**src/rtl/ecu_scheduler.sv**
```systemverilog
`default_nettype none
// ============================================================================
// Module   : ecu_scheduler
// Brief    : Round-robin sharing of one ECU/AES engine between NUM_REQ
//            requesters. Latches the winner's operands, strobes the ECU,
//            waits for completion and returns the result with a done pulse.
// Option   : define ECU_SCHEDULER_TIMEOUT_EN to add a BUSY watchdog that
//            aborts after TIMEOUT_CYCLES and raises sticky timeout_err.
// Revision : 1.0 - initial release
// ============================================================================
module ecu_scheduler #(
  parameter int NUM_REQ        = 2,
  parameter int TIMEOUT_CYCLES = 64
) (
  input  logic                   clk,
  input  logic                   rst,
  input  logic [NUM_REQ-1:0]     req,
  input  logic [NUM_REQ-1:0]     req_ed_sel,
  input  logic [NUM_REQ*128-1:0] req_data,
  input  logic [NUM_REQ*128-1:0] req_key,
  output logic [NUM_REQ-1:0]     grant,
  output logic [NUM_REQ-1:0]     done,
  output logic [127:0]           resp_data,
  output logic                   busy,
  output logic                   ecu_start_op,
  output logic                   ecu_ed_sel,
  output logic [127:0]           ecu_data_in,
  output logic [127:0]           ecu_key_in,
  input  logic                   ecu_en_done,
  input  logic [127:0]           ecu_result
`ifdef ECU_SCHEDULER_TIMEOUT_EN
  ,
  output logic                   timeout_err
`endif
);

  localparam int PTR_W = (NUM_REQ > 2) ? 2 : 1;

  localparam logic [PTR_W-1:0]   LAST_IDX  = PTR_W'(NUM_REQ - 1);
  localparam logic [NUM_REQ-1:0] GRANT_LSB = {{(NUM_REQ-1){1'b0}}, 1'b1};

  localparam logic [1:0] ST_IDLE  = 2'd0;
  localparam logic [1:0] ST_ISSUE = 2'd1;
  localparam logic [1:0] ST_BUSY  = 2'd2;
  localparam logic [1:0] ST_RESP  = 2'd3;

  logic [1:0]       state;
  logic [PTR_W-1:0] rr_ptr;
  logic [PTR_W-1:0] winner;
  logic [127:0]     lat_data;
  logic [127:0]     lat_key;
  logic             lat_ed_sel;

  logic             hi_valid;
  logic             lo_valid;
  logic [PTR_W-1:0] hi_idx;
  logic [PTR_W-1:0] lo_idx;
  logic             pick_valid;
  logic [PTR_W-1:0] pick_idx;

  logic [127:0]     sel_data;
  logic [127:0]     sel_key;
  logic             sel_ed_sel;

`ifdef ECU_SCHEDULER_TIMEOUT_EN
  localparam logic [7:0] TO_LIMIT = 8'(TIMEOUT_CYCLES - 1);
  logic [7:0] to_cnt;
`else
  // Watchdog not built: TIMEOUT_CYCLES has no effect in this configuration.
  if (TIMEOUT_CYCLES < 0) begin : g_timeout_unused
  end
`endif

  // Round-robin search: lowest requester at or above rr_ptr, else wrap to lowest overall.
  always_comb begin
    hi_valid = 1'b0;
    lo_valid = 1'b0;
    hi_idx   = '0;
    lo_idx   = '0;
    for (int i = NUM_REQ - 1; i >= 0; i--) begin
      if (req[i]) begin
        lo_valid = 1'b1;
        lo_idx   = PTR_W'(i);
        if (PTR_W'(i) >= rr_ptr) begin
          hi_valid = 1'b1;
          hi_idx   = PTR_W'(i);
        end
      end
    end
  end

  assign pick_valid = lo_valid;
  assign pick_idx   = hi_valid ? hi_idx : lo_idx;

  // Operand mux selecting the candidate winner's data, key and mode slices.
  always_comb begin
    sel_data   = '0;
    sel_key    = '0;
    sel_ed_sel = 1'b0;
    for (int i = 0; i < NUM_REQ; i++) begin
      if (PTR_W'(i) == pick_idx) begin
        sel_data   = req_data[128*i +: 128];
        sel_key    = req_key[128*i +: 128];
        sel_ed_sel = req_ed_sel[i];
      end
    end
  end

  // Scheduler sequencing: arbitrate, issue, wait for the ECU, respond.
  always_ff @(posedge clk) begin
    if (rst) begin
      state      <= ST_IDLE;
      rr_ptr     <= '0;
      winner     <= '0;
      grant      <= '0;
      resp_data  <= '0;
      lat_data   <= '0;
      lat_key    <= '0;
      lat_ed_sel <= 1'b0;
`ifdef ECU_SCHEDULER_TIMEOUT_EN
      to_cnt      <= '0;
      timeout_err <= 1'b0;
`endif
    end else begin
      case (state)
        ST_IDLE: begin
          if (pick_valid) begin
            winner     <= pick_idx;
            grant      <= GRANT_LSB << pick_idx;
            lat_data   <= sel_data;
            lat_key    <= sel_key;
            lat_ed_sel <= sel_ed_sel;
            state      <= ST_ISSUE;
          end
        end
        ST_ISSUE: begin
`ifdef ECU_SCHEDULER_TIMEOUT_EN
          to_cnt <= '0;
`endif
          state <= ST_BUSY;
        end
        ST_BUSY: begin
          if (ecu_en_done) begin
            resp_data <= ecu_result;
            state     <= ST_RESP;
          end
`ifdef ECU_SCHEDULER_TIMEOUT_EN
          else if (to_cnt == TO_LIMIT) begin
            // Engine never answered: return an all-ones block and flag it.
            resp_data   <= '1;
            timeout_err <= 1'b1;
            state       <= ST_RESP;
          end else begin
            to_cnt <= to_cnt + 8'd1;
          end
`endif
        end
        ST_RESP: begin
          grant  <= '0;
          rr_ptr <= (winner == LAST_IDX) ? '0 : winner + 1'b1;
          state  <= ST_IDLE;
        end
        default: state <= ST_IDLE;
      endcase
    end
  end

  assign busy         = (state != ST_IDLE);
  assign ecu_start_op = (state == ST_ISSUE);
  assign done         = (state == ST_RESP) ? grant : '0;
  assign ecu_data_in  = lat_data;
  assign ecu_key_in   = lat_key;
  assign ecu_ed_sel   = lat_ed_sel;

endmodule
`default_nettype wire

```
**config.mk**
```make
export PLATFORM = sky130hd
export DESIGN_NAME = ecu_scheduler
export DESIGN_NICKNAME = d
export VERILOG_FILES = /design/src/rtl/ecu_scheduler.sv
export SDC_FILE = /design/constraint.sdc
export NUM_CORES = 1
export LEC_CHECK = 0
export CAP_MARGIN = 25
export CORE_AREA = 2 2 402 404
export CTS_CLUSTER_DIAMETER = 120
export DETAILED_ROUTE_END_ITERATION = 12
export DIE_AREA = 0 0 404 406
export PLACE_DENSITY = 0.3
export SYNTH_ARGS = -nofsm -noshare
export SYNTH_HDL_FRONTEND = slang
export SYNTH_SLANG_ARGS = --single-unit
```
**constraint.sdc**
```tcl
create_clock -name clk -period 4.8 [get_ports clk]
set_clock_uncertainty 0.1 [all_clocks]
set_input_delay 0.48 -clock clk [delete_from_list [all_inputs] [get_ports clk]]
set_output_delay 0.48 -clock clk [all_outputs]
set_load 0.01 [all_outputs]
```
-- Word-level counts from Yosys, hierarchy flattened
Index checks and enable logic that the tools add are counted.
- logic and storage cells: 44
- input port bits: 647
- flip-flop bits (word level): 391
- order comparisons: 2
- multiplexer cells: 20
- equality and inequality tests: 5
- shifts and indexed selects: 1
- add/sub/neg operators: 1
- reduce and logical (&&, ||, !) cells: 7
- operator list (operator ; count):
    $mux W128 ; 2
    $mux W1 ; 12
    $mux W2 ; 4
    $pmux W2 S4 ; 1
    $reduce_and A2 Y1 ; 4
    $eq A2 B2 Y1 const B ; 2
    $ne A2 B2 Y1 const B ; 2
    $pmux W2 S2 ; 1
    $reduce_bool A2 Y1 ; 2
    $eq A2 B1 Y1 const B ; 1
    $ge A1 B1 Y1 const A ; 2
    $logic_not A2 Y1 ; 1
    $shl A1 B1 Y2 const A ; 1
    $add A1 B1 Y1 const B ; 1

-- Logic depth before layout (Yosys ltp)
Gate-level depths: netlist of run 1.
- word-level depth: 9
- mapped depth: 9

-- Worst setup path after synthesis of run 1
OpenSTA, ideal clock, no wires.
- kind: flip-flop to flip-flop
- start point: register state[0]
- end point: register lat_data[0] (netlist: ecu_data_in[0])
- period minus slack after synthesis: 1.847 ns
- cell stages (with the launch flop): 9
- arrival: 1.625 ns
- path buffers: 4
- slack: 2.953 ns
- cells stage by stage: dfxtp_1 inv_1 ha_1 buf_4 and4_4 buf_6 buf_2 buf_2 a221o_1
- word-level cells in the longest chain between the ends: 2
- RTL lines (what ; RTL line ; text):
    start, declared ; 47 ; logic [1:0] state;
    start signal, assigned ; 112 ; state <= ST_IDLE;
    start signal, assigned ; 133 ; state <= ST_ISSUE;
    start signal, assigned ; 140 ; state <= ST_BUSY;
    $logic_not A2 Y1 ; 125 ; case (state)
    $reduce_and A2 Y1 (no source line) ; - ;
    end signal, assigned ; 130 ; lat_data <= sel_data;
    end, declared ; 50 ; logic [127:0] lat_data;
No other way between the ends.
A chain may end at the register's enable or synchronous reset.

-- Worst setup path after layout of run 1
- start point: register state[0]
- end point: output port done[0]
- word-level cells in the longest chain between the ends: 2
- RTL lines (what ; RTL line ; text):
    $eq A2 B2 Y1 ; 170 ; assign done = (state == ST_RESP) ? grant : '0;
    $mux W2 ; 170 ;
    end, declared ; 22 ; output logic [NUM_REQ-1:0] done,
No other way between the ends.

==> results of run 1 <==
-- stage by stage --
step	worst slack (ps)	hold slack, ps	std cells
final	1890	267	4602
after detailed placement	1720	346	4486
after floorplan	2950	354	1492
after global placement	1680	341	4485
after global routing	1800	220	4592
after CTS	1780	185	4589
-- cell families (layout without fill, tap and decap cells) --
kind of cell	count (synthesis)	in the layout	synth area share [%]
flops	391	391	53.5
mux	2	2	0.137
fa+ha+maj	4	4	0.342
compound gates	403	403	22.6
other cells	0	13	0
simple gates	528	528	18.2
buf+inv	164	1175	5.19
-- cells in the final DEF, fill, tap and decap left out, drive strengths merged --
cell type	n
a21oi	135
a221o	254
a31oi	3
a32oi	1
and2	3
and2b	1
and3	254
and4	1
buf	29
bufinv	1
clkbuf	94
clkdlybuf4s50	1036
clkinv	5
clkinvlp	1
dfxtp	391
diode	13
ha	4
inv	9
mux2i	2
nand2	260
nand2b	1
nand4b	1
nor2	3
nor3b	2
nor4	1
o21a	1
o21ai	8
o221a	1
or4	1
-- flip-flops by register name, summed over array words and instances, names as in the netlist --
register     count
ecu_data_in    128
ecu_key_in     128
resp_data      128
grant            2
state            2
ecu_ed_sel       1
rr_ptr           1
winner           1
-- area by class of cell --
| class | instances | area [um2] |
|---|---|---|
| antenna | 13 | 32.5 |
| clock buffer | 94 | 1720 |
| timing repair buffer | 1065 | 10700 |
| multi-input combinational | 937 | 6070 |
| sequential | 391 | 7830 |
| fill | 17816 | 130000 |
| inverter | 7 | 33.8 |
| clock inverter | 9 | 128 |
| tap | 2086 | 2610 |
-- worst max-delay path: stages (launching register included) --
cell,delay (ps)
dfxtp_1,400
ha_1,350
and2_1,180
clkdlybuf4s50_1,740
-- power by group --
| part | total, W | leakage, nW | internal, W | switching [W] |
|---|---|---|---|---|
| Sequential | 0.00441 | 3.20 | 0.00400 | 0.000412 |
| Clock | 0.00431 | 0.890 | 0.00249 | 0.00182 |
| Combinational | 0.00508 | 6.91 | 0.00251 | 0.00256 |
| Total | 0.0138 | 11.0 | 0.00900 | 0.00479 |
-- per-layer routing --
layer | share of wire, % | track usage (%) | vias to the layer above
met4 | 1.8 | 2.75 | 44
met2 | 50 | 22.7 | 663
li1 | - | - | 7554
met3 | 8.9 | 4.94 | 155
met5 | 0.26 | 0 | -
met1 | 39 | 14.9 | 7945
-- worst paths after layout --
kind | startpoint | end | slack [ps]
hold / removal | ecu_result[101] | resp_data[101] | 270
hold reg to reg | resp_data[52] | resp_data[52] | 350
setup reg to reg | state[0] | ecu_data_in[84] | 2030
setup / recovery | state[0] | done[0] | 1890
==> run metrics, run 1 <==
Area growth syn-to-layout 99.3%; biggest area consumer among synthesized cells dfxtp_1; sequential-to-total area share from yosys stat 53.5%; layout cells sized above 1 4.63%; Inserted Clock Buffers 59; DRC Markers 0; grt ovf 0; nature of the critical path endpoint output pin; Post-DRT Antenna Nets 0; top-count cell post-synth dfxtp_1; Max-Cap Viols 0; Worst Reg-to-Reg Cells 7; final wirelength 113 mm; hpwl dp 86.6 mm; Synth Area per Inst 9.80 um2; placed inst area 0.0273 mm2; initial antenna violation count 51; Final #Nets 3,112; Startpoint Class flip-flop; Initial Util 9.16%; first-pass GRT wire length 148 mm; top cells by count, synth dfxtp_1 (391), nand2_1 (260), a221o_1 (254), and3_1 (254), a21oi_1 (135); core area 0.160 mm2; Yosys top cell area share 53.5%; Overall Power 0.0138 W; final hold viol count 0; drt pass-1 iters 4; cts repair resizes 0; final-report max-slew violation count 0; Post-synth EDFFs 0; post-CTS repair timing setup buffer count 0; wire per inst 24.6 um; # rows 147; CP Class flip-flop to output pin; Die W 404 um; largest net degree at the start of global routing 133; Lkg Pwr 11.0 nW; vias in the first global route 16,290; Synth cell types 29; maximum clock path buffer count 3; post-route cell area 0.0292 mm2; Top FF cell, synth dfxtp_1; Die Y 406 um; worst vdd ir 0.000276 V; Yosys reg bits 391; clock transition at the registers of the reported paths 60 ps; # clock sinks 391; Peak Freq 0.343 GHz; worst path required time 4220 ps; Syn Inst Count 1,492; Period Utilization, post-route 60.7%; synth top area cells dfxtp_1 (54%), a221o_1 (17%), and3_1 (11%); syn nets 2,143; Async S/R FF share, synth 0%; final setup fails 0; final core utilization 18.3%; worst relative slew slack 37.8%; Clock Tree Root clkbuf_16; setup_tns 0 ps; YS warnings 0; actual slew at the worst max-slew pin 933 ps; RSZ-0062 raised after global routing false; hold_buf cts 0; TritonCTS clock tree yes; gr usage total 13.0%; H-tree depth 2; Hold Path Depth 3; io pins 1,038; crit path max fanout 7; Mapped Area 0.0146 mm2; total number of vias 16,361; vias per std cell 3.56; outcome finished, final reports clean; Crit path arrival time 2330 ps; crit path time final 2910 ps; PortBufs 1,037; global placement routability congestion 0.860; HP Class input pin to flip-flop; worst skew pair latency 650 ps; Iter 0 DRT Violations 895; power per cell area 473 mW/mm2; Die ar. 0.164 mm2
Power figures use the tool's default switching activity.
==> run 2, diff against run 1 <==
--- a/config.mk
+++ b/config.mk
@@ -6,10 +6,10 @@
 export NUM_CORES = 1
 export LEC_CHECK = 0
 export CAP_MARGIN = 25
-export CORE_AREA = 2 2 402 404
+export CORE_AREA = 2 2 401 403
 export CTS_CLUSTER_DIAMETER = 120
 export DETAILED_ROUTE_END_ITERATION = 12
-export DIE_AREA = 0 0 404 406
+export DIE_AREA = 0 0 403 405
 export PLACE_DENSITY = 0.3
 export SYNTH_ARGS = -nofsm -noshare
 export SYNTH_HDL_FRONTEND = slang
==> constraint.sdc (replaced) <==
create_clock -name clk -period 2.4 [get_ports clk]
set_clock_uncertainty 0.1 [all_clocks]
set_input_delay 0.24 -clock clk [delete_from_list [all_inputs] [get_ports clk]]
set_output_delay 0.24 -clock clk [all_outputs]
set_load 0.01 [all_outputs]
==> run 2 against run 1 <==
Effect of this change: design area rose by 5.3%; die area fell by 0.49%; sequential share of layout area fell by 1.3 points.
==> run metrics, run 2 (synthesized netlist as in run 1, its figures left out) <==
largest net degree at the start of global routing 133; H-tree depth 2; DRC Markers 0; post-CTS repair timing setup buffer count 0; crit path max fanout 40; maximum clock path buffer count 3; wire per inst 24.0 um; Initial Util 9.18%; Die ar. 0.163 mm2; Post-DRT Antenna Nets 0; Clock Tree Root clkbuf_16; Startpoint Class flip-flop; setup_tns 0 ps; Area growth syn-to-layout 110%; Crit path arrival time 2730 ps; core area 0.159 mm2; worst relative slew slack 48.8%; clock transition at the registers of the reported paths 60 ps; Die W 403 um; final hold viol count 0; Overall Power 0.0283 W; RSZ-0062 raised after global routing false; Iter 0 DRT Violations 1,047; busiest layer in global routing met2; crit path time final 2230 ps; most common cell after layout, fill and taps aside clkdlybuf4s50_1; most frequent cells in the layout clkdlybuf4s50_1 (1,032), dfxtp_1 (390), nand2_1 (259); Max-Cap Viols 0; Peak Freq 0.448 GHz; grt ovf 0; PortBufs 1,037; first-pass GRT wire length 151 mm; io pins 1,038; final wirelength 114 mm; gr usage total 13.2%; non-filler cells, final 4,738; worst vdd ir 0.000489 V; vias in the first global route 17,162; Inserted Clock Buffers 57; drt pass-1 iters 5; post-route cell area 0.0307 mm2; worst skew pair latency 650 ps; final-report max-slew violation count 0; dpl cells 4,512; total number of vias 16,813; Lkg Pwr 11.7 nW; met2 Use GR 22.6%; Period Utilization, post-route 93.1%; nature of the critical path endpoint flip-flop; # clock sinks 391; TritonCTS clock tree yes; GR Util met1 15.8%; vias per std cell 3.55; CP Class flip-flop to flip-flop; actual slew at the worst max-slew pin 767 ps; # rows 147; final setup fails 0; outcome finished, final reports clean; layout cells sized above 1 5.95%; HP Class input pin to flip-flop; Die Y 405 um; hpwl dp 88.1 mm; global placement routability congestion 0.859; worst path required time 2900 ps; placed inst area 0.0277 mm2; power per cell area 920 mW/mm2; met3 GRT Util 4.47%; Final #Nets 3,248; initial antenna violation count 27
==> run 2: cell types whose count changed in the layout (fill, tap and decap cells not counted), moves of 3 or more <==
| cell | previous run | this run |
|---|---|---|
| clkbuf_16 | 60 | 57 |
| inv_6 | 1 | 5 |
| buf_12 | 12 | 27 |
| clkbuf_8 | 9 | 15 |
| clkdlybuf4s50_1 | 1036 | 1032 |
| clkinv_2 | 1 | 7 |
| buf_4 | 17 | 29 |
| dlygate4sd3_1 | 0 | 112 |
| clkinv_4 | 3 | 0 |
| clkbuf_1 | 25 | 12 |
==> run 2: power by group <==
group | total (W) | leakage (nW) | switching, W | internal, W
clock network | 0.00869 | 0.926 | 0.00364 | 0.00505
registers | 0.00895 | 3.20 | 0.000944 | 0.00800
logic | 0.0106 | 7.58 | 0.00518 | 0.00544
total | 0.0283 | 11.7 | 0.00976 | 0.0185
==> run 2: worst max-delay path: stages, from the launching register on <==
cell and delay (ps):
dfxtp_1 360, inv_1 100, ha_1 320, inv_2 100
nor4_4 310, buf_12 290, buf_12 280, a221o_1 190
==> run 2: through the flow <==
step | hold slack (ps) | utilization [%] | setup WS [ps]
6_report | 73.4 | 19.3 | 166
5_1_grt | 30.3 | 19.3 | 22.0
4_1_cts | 1.95 | 19.3 | 44.7
3_5_place_dp | 345 | 17.4 | 38.8
3_3_place_gp | 341 | 17.4 | 82.4
2_1_floorplan | 276 | - | 553
==> run 2: timing repair <==
item,4_1_cts,5_1_grt
hold buffers,112,0
endpoints found under the setup margin,3,1
resized for setup,6,2
hold endpoints to repair,112,0
==> run 2: cell type report <==
class | count | area (um2)
fillers | 17668 | 129000
repair buffers | 1203 | 12200
flip-flops and latches | 391 | 7830
multi-input cells | 937 | 6080
well taps | 2086 | 2610
clock buffers | 84 | 1680
clock inverters | 17 | 206
inverters | 7 | 33.8
diodes | 13 | 32.5
==> run 2: layer usage <==
layer,up-vias,routed length [um]
met5,-,50
met4,8,1800
met3,110,8740
met2,617,55400
met1,8247,47600
li1,7831,-
==> run 2: final timing paths <==
path / startpoint / to / slack (ps) / cells after the start
worst max-delay path: state[1] / ecu_key_in[111] / 170 / 7
worst min register to register: resp_data[2] / resp_data[2] / 350 / 2
worst min-delay path: ecu_result[95] / resp_data[95] / 70 / 3
worst max register to register: state[1] / ecu_key_in[111] / 170 / 7
==> run 3, diff against run 2 <==
--- a/config.mk
+++ b/config.mk
@@ -5,6 +5,7 @@
 export SDC_FILE = /design/constraint.sdc
 export NUM_CORES = 1
 export LEC_CHECK = 0
+export ABC_AREA = 1
 export CAP_MARGIN = 25
 export CORE_AREA = 2 2 401 403
 export CTS_CLUSTER_DIAMETER = 120
==> run 3 against run 2 <==
Effect of this change: wire length rose by 11%; non-clock buffer count fell by 63; critical path depth fell by 3; clock-buffer cell count rose by 6; global-route usage rose by 1.6 points; hold slack improved by 27 ps; critical endpoint is now done[1]; cell count rose by 25%; clock power rose by 4.7%; via count rose by 29%; die area did not move; design area rose by 8.6%; combinational power rose by 35%.
==> run metrics, run 3 <==
HP Class input pin to flip-flop; worst relative slew slack 54.2%; RSZ-0062 raised after global routing false; wire per inst 21.4 um; sequential power share 27.3%; Simple-Gate Fraction of Synth Area 41.2%; post-synthesis mux area share 0%; critical path's top delay family buffers and inverters; DRC Markers 0; nature of the critical path endpoint output pin; slowest stage delay, CP 560 ps; hpwl dp 96.9 mm; Hold EP resp_data[53]; Compound-Gate Fraction of Synth Area 3.97%; R2R Path Start state[0]; total number of vias 21,687; Clock Tree Root clkbuf_16; Crit path arrival time 1890 ps; clock group share of total power 28.2%; # rows 147; Peak Freq 0.449 GHz; most frequent cells in the layout clkdlybuf4s50_1 (1,031), nor2_1 (857), nand2_1 (522); Gate power share 44.4%; layout cells sized above 1 5.71%; Worst R2R Setup Slack 220 ps; maximum clock path buffer count 3; H-tree depth 2; Inserted Clock Buffers 60; HP Start ecu_result[53]; Die ar. 0.163 mm2; Yosys top cell area share 43.6%; gr usage total 14.8%; final wirelength 126 mm; drt pass-1 iters 5; YS warnings 0; crit path max fanout 6; Area growth syn-to-layout 85.9%; actual slew at the worst max-slew pin 687 ps; Startpoint Class flip-flop; XOR/XNOR share of the synthesized area 0%; syn nets 3,433; Final #Nets 4,416; Syn Inst Count 2,782; worst path required time 2060 ps; final-report max-slew violation count 0; Hold Path Depth 3; Period Utilization, post-route 92.8%; biggest area consumer among synthesized cells dfxtp_1; Post-DRT Antenna Nets 0; Overall Power 0.0322 W; Worst Reg-to-Reg Cells 8; outcome finished, final reports clean; post-CTS repair timing setup buffer count 0; Yosys reg bits 391; top-count cell post-synth nor2_1; global placement routability congestion 0.784; Synth Area per Inst 6.45 um2; Switching Power 0.0127 W; Top FF cell, synth dfxtp_1; Critical-path top delay cell clkdlybuf4s50_1; grt ovf 0; power per cell area 966 mW/mm2; Post-Synth Adder-Cell Area 0.279%; top cells by count, synth nor2_1 (857), nand2_1 (525), dfxtp_1 (391); Initial Util 11.3%; setup_tns 0 ps; crit path time final 2230 ps; worst skew pair latency 660 ps; Die W 403 um; largest net degree at the start of global routing 80; most common cell after layout, fill and taps aside clkdlybuf4s50_1; final setup fails 0; core area 0.159 mm2; Die Y 405 um; Critical Path, Cell by Cell ha_4, nand2_1, inv_1, clkdlybuf4s50_1; io pins 1,038; worst vdd ir 0.000719 V; first-pass GRT wire length 175 mm; Iter 0 DRT Violations 870; Max-Cap Viols 0; Post-synth EDFFs 0; # clock sinks 391; vias per std cell 3.67; worst path bufs/invs 2; final hold viol count 0; Sw Ratio 39.5%; synth top area cells dfxtp_1 (44%), nor2_1 (18%), nand2_1 (11%); Synth cell types 19; reg2reg end ecu_key_in[126]; initial antenna violation count 43; largest family of logic cells by synthesized area simple AND/OR/NAND/NOR gates; TritonCTS clock tree yes; Async S/R FF share, synth 0%; sequential-to-total area share from yosys stat 43.6%; Int Pwr 0.0195 W; clock transition at the registers of the reported paths 60 ps; CP Class flip-flop to output pin; PortBufs 1,037; vias in the first global route 22,430; Lkg Pwr 14.3 nW; Mapped Area 0.0179 mm2
==> run 3: changes by cell type in the layout (fill, tap and decap cells not counted), sizes merged, moves of 6 or more <==
cell	delta
o21ai	+123
buf	+47
dlygate4sd3	-110
and3	-254
inv	+262
a21oi	-126
nand2	+266
nand4	+255
a221o	-254
nor2	+855
clkbuf	+6
nand3	+119
==> run 3: logic make-up (layout without fill, tap and decap cells) <==
kind of cell               Yosys count  count (layout)
adders and majority gates            4               4
AOI/OAI and AO/OA                  140             140
and+or+nand+nor                   1758            1758
buffers and inverters              489            1522
other                                0               8
DFF                                391             391
==> run 3: layout make-up <==
type	count	area (um2)
multi-input cells	1902	8210
well taps	2086	2610
flip-flops and latches	391	7830
clock inverters	22	203
repair buffers	1140	11700
fillers	18034	126000
diodes	8	20.0
clock buffers	90	1800
inverters	270	1020
==> run 3: worst max path at each step <==
| stage | slack (ps) | end | depth (start not counted) | startpoint |
|---|---|---|---|---|
| final | 170 | done[1] | 4 | state[1] |
| after global routing | 50 | done[1] | 4 | state[1] |
| after CTS | 10 | done[1] | 4 | state[0] |
| after detailed placement | 40 | ecu_key_in[126] | 8 | req[0] |
| after global placement | 70 | ecu_key_in[126] | 8 | req[0] |
| after floorplan | 720 | ecu_key_in[11] | 11 | state[0] |
==> run 3: timing repair <==
| item | 4_1_cts | 5_1_grt |
|---|---|---|
| endpoints found under the setup margin | 4 | 2 |
| hold buffers | 2 | 0 |
| resized for setup | 5 | 2 |
| endpoints found under the hold margin | 85 | 0 |
==> run 3: worst register-to-register path: cells and delay by family (launching register included) <==
kind	cells	cell delay (ps)
buffers and inverters	3	950
and+or+nand+nor	4	500
DFF	1	340
adders and majority gates	1	240
==> run 3: layer usage <==
layer	routed length [um]	global-route usage, %	vias to the layer above
met1	49300	16.3	10021
met3	11400	5.98	162
li1	-	-	10726
met5	352	0	-
met2	62800	26.5	726
met4	2460	3.27	52
==> run 3: metrics by stage <==
step           hold slack [ps]  utilization, %  area [um2]  setup slack [ps]  cells
2_1_floorplan              289               -       17900               720   2782
3_3_place_gp               320            19.6       31300              69.7   5787
3_5_place_dp               322            19.6       31300              38.1   5787
4_1_cts                   23.4            20.9       33300              10.2   5901
5_1_grt                   58.4            20.9       33300              51.7   5905
6_report                   100            20.9       33400               174   5909
==> run 3: power by group through the flow <==
stage | clock, W | combinational, W | sequential [W]
2_1_floorplan | 0 | 0.00577 | 0.00940
3_3_place_gp | 0 | 0.0148 | 0.00894
3_5_place_dp | 0 | 0.0147 | 0.00895
4_1_cts | 0.00957 | 0.0148 | 0.00885
5_1_grt | 0.00977 | 0.0158 | 0.00900
6_report | 0.00910 | 0.0143 | 0.00881
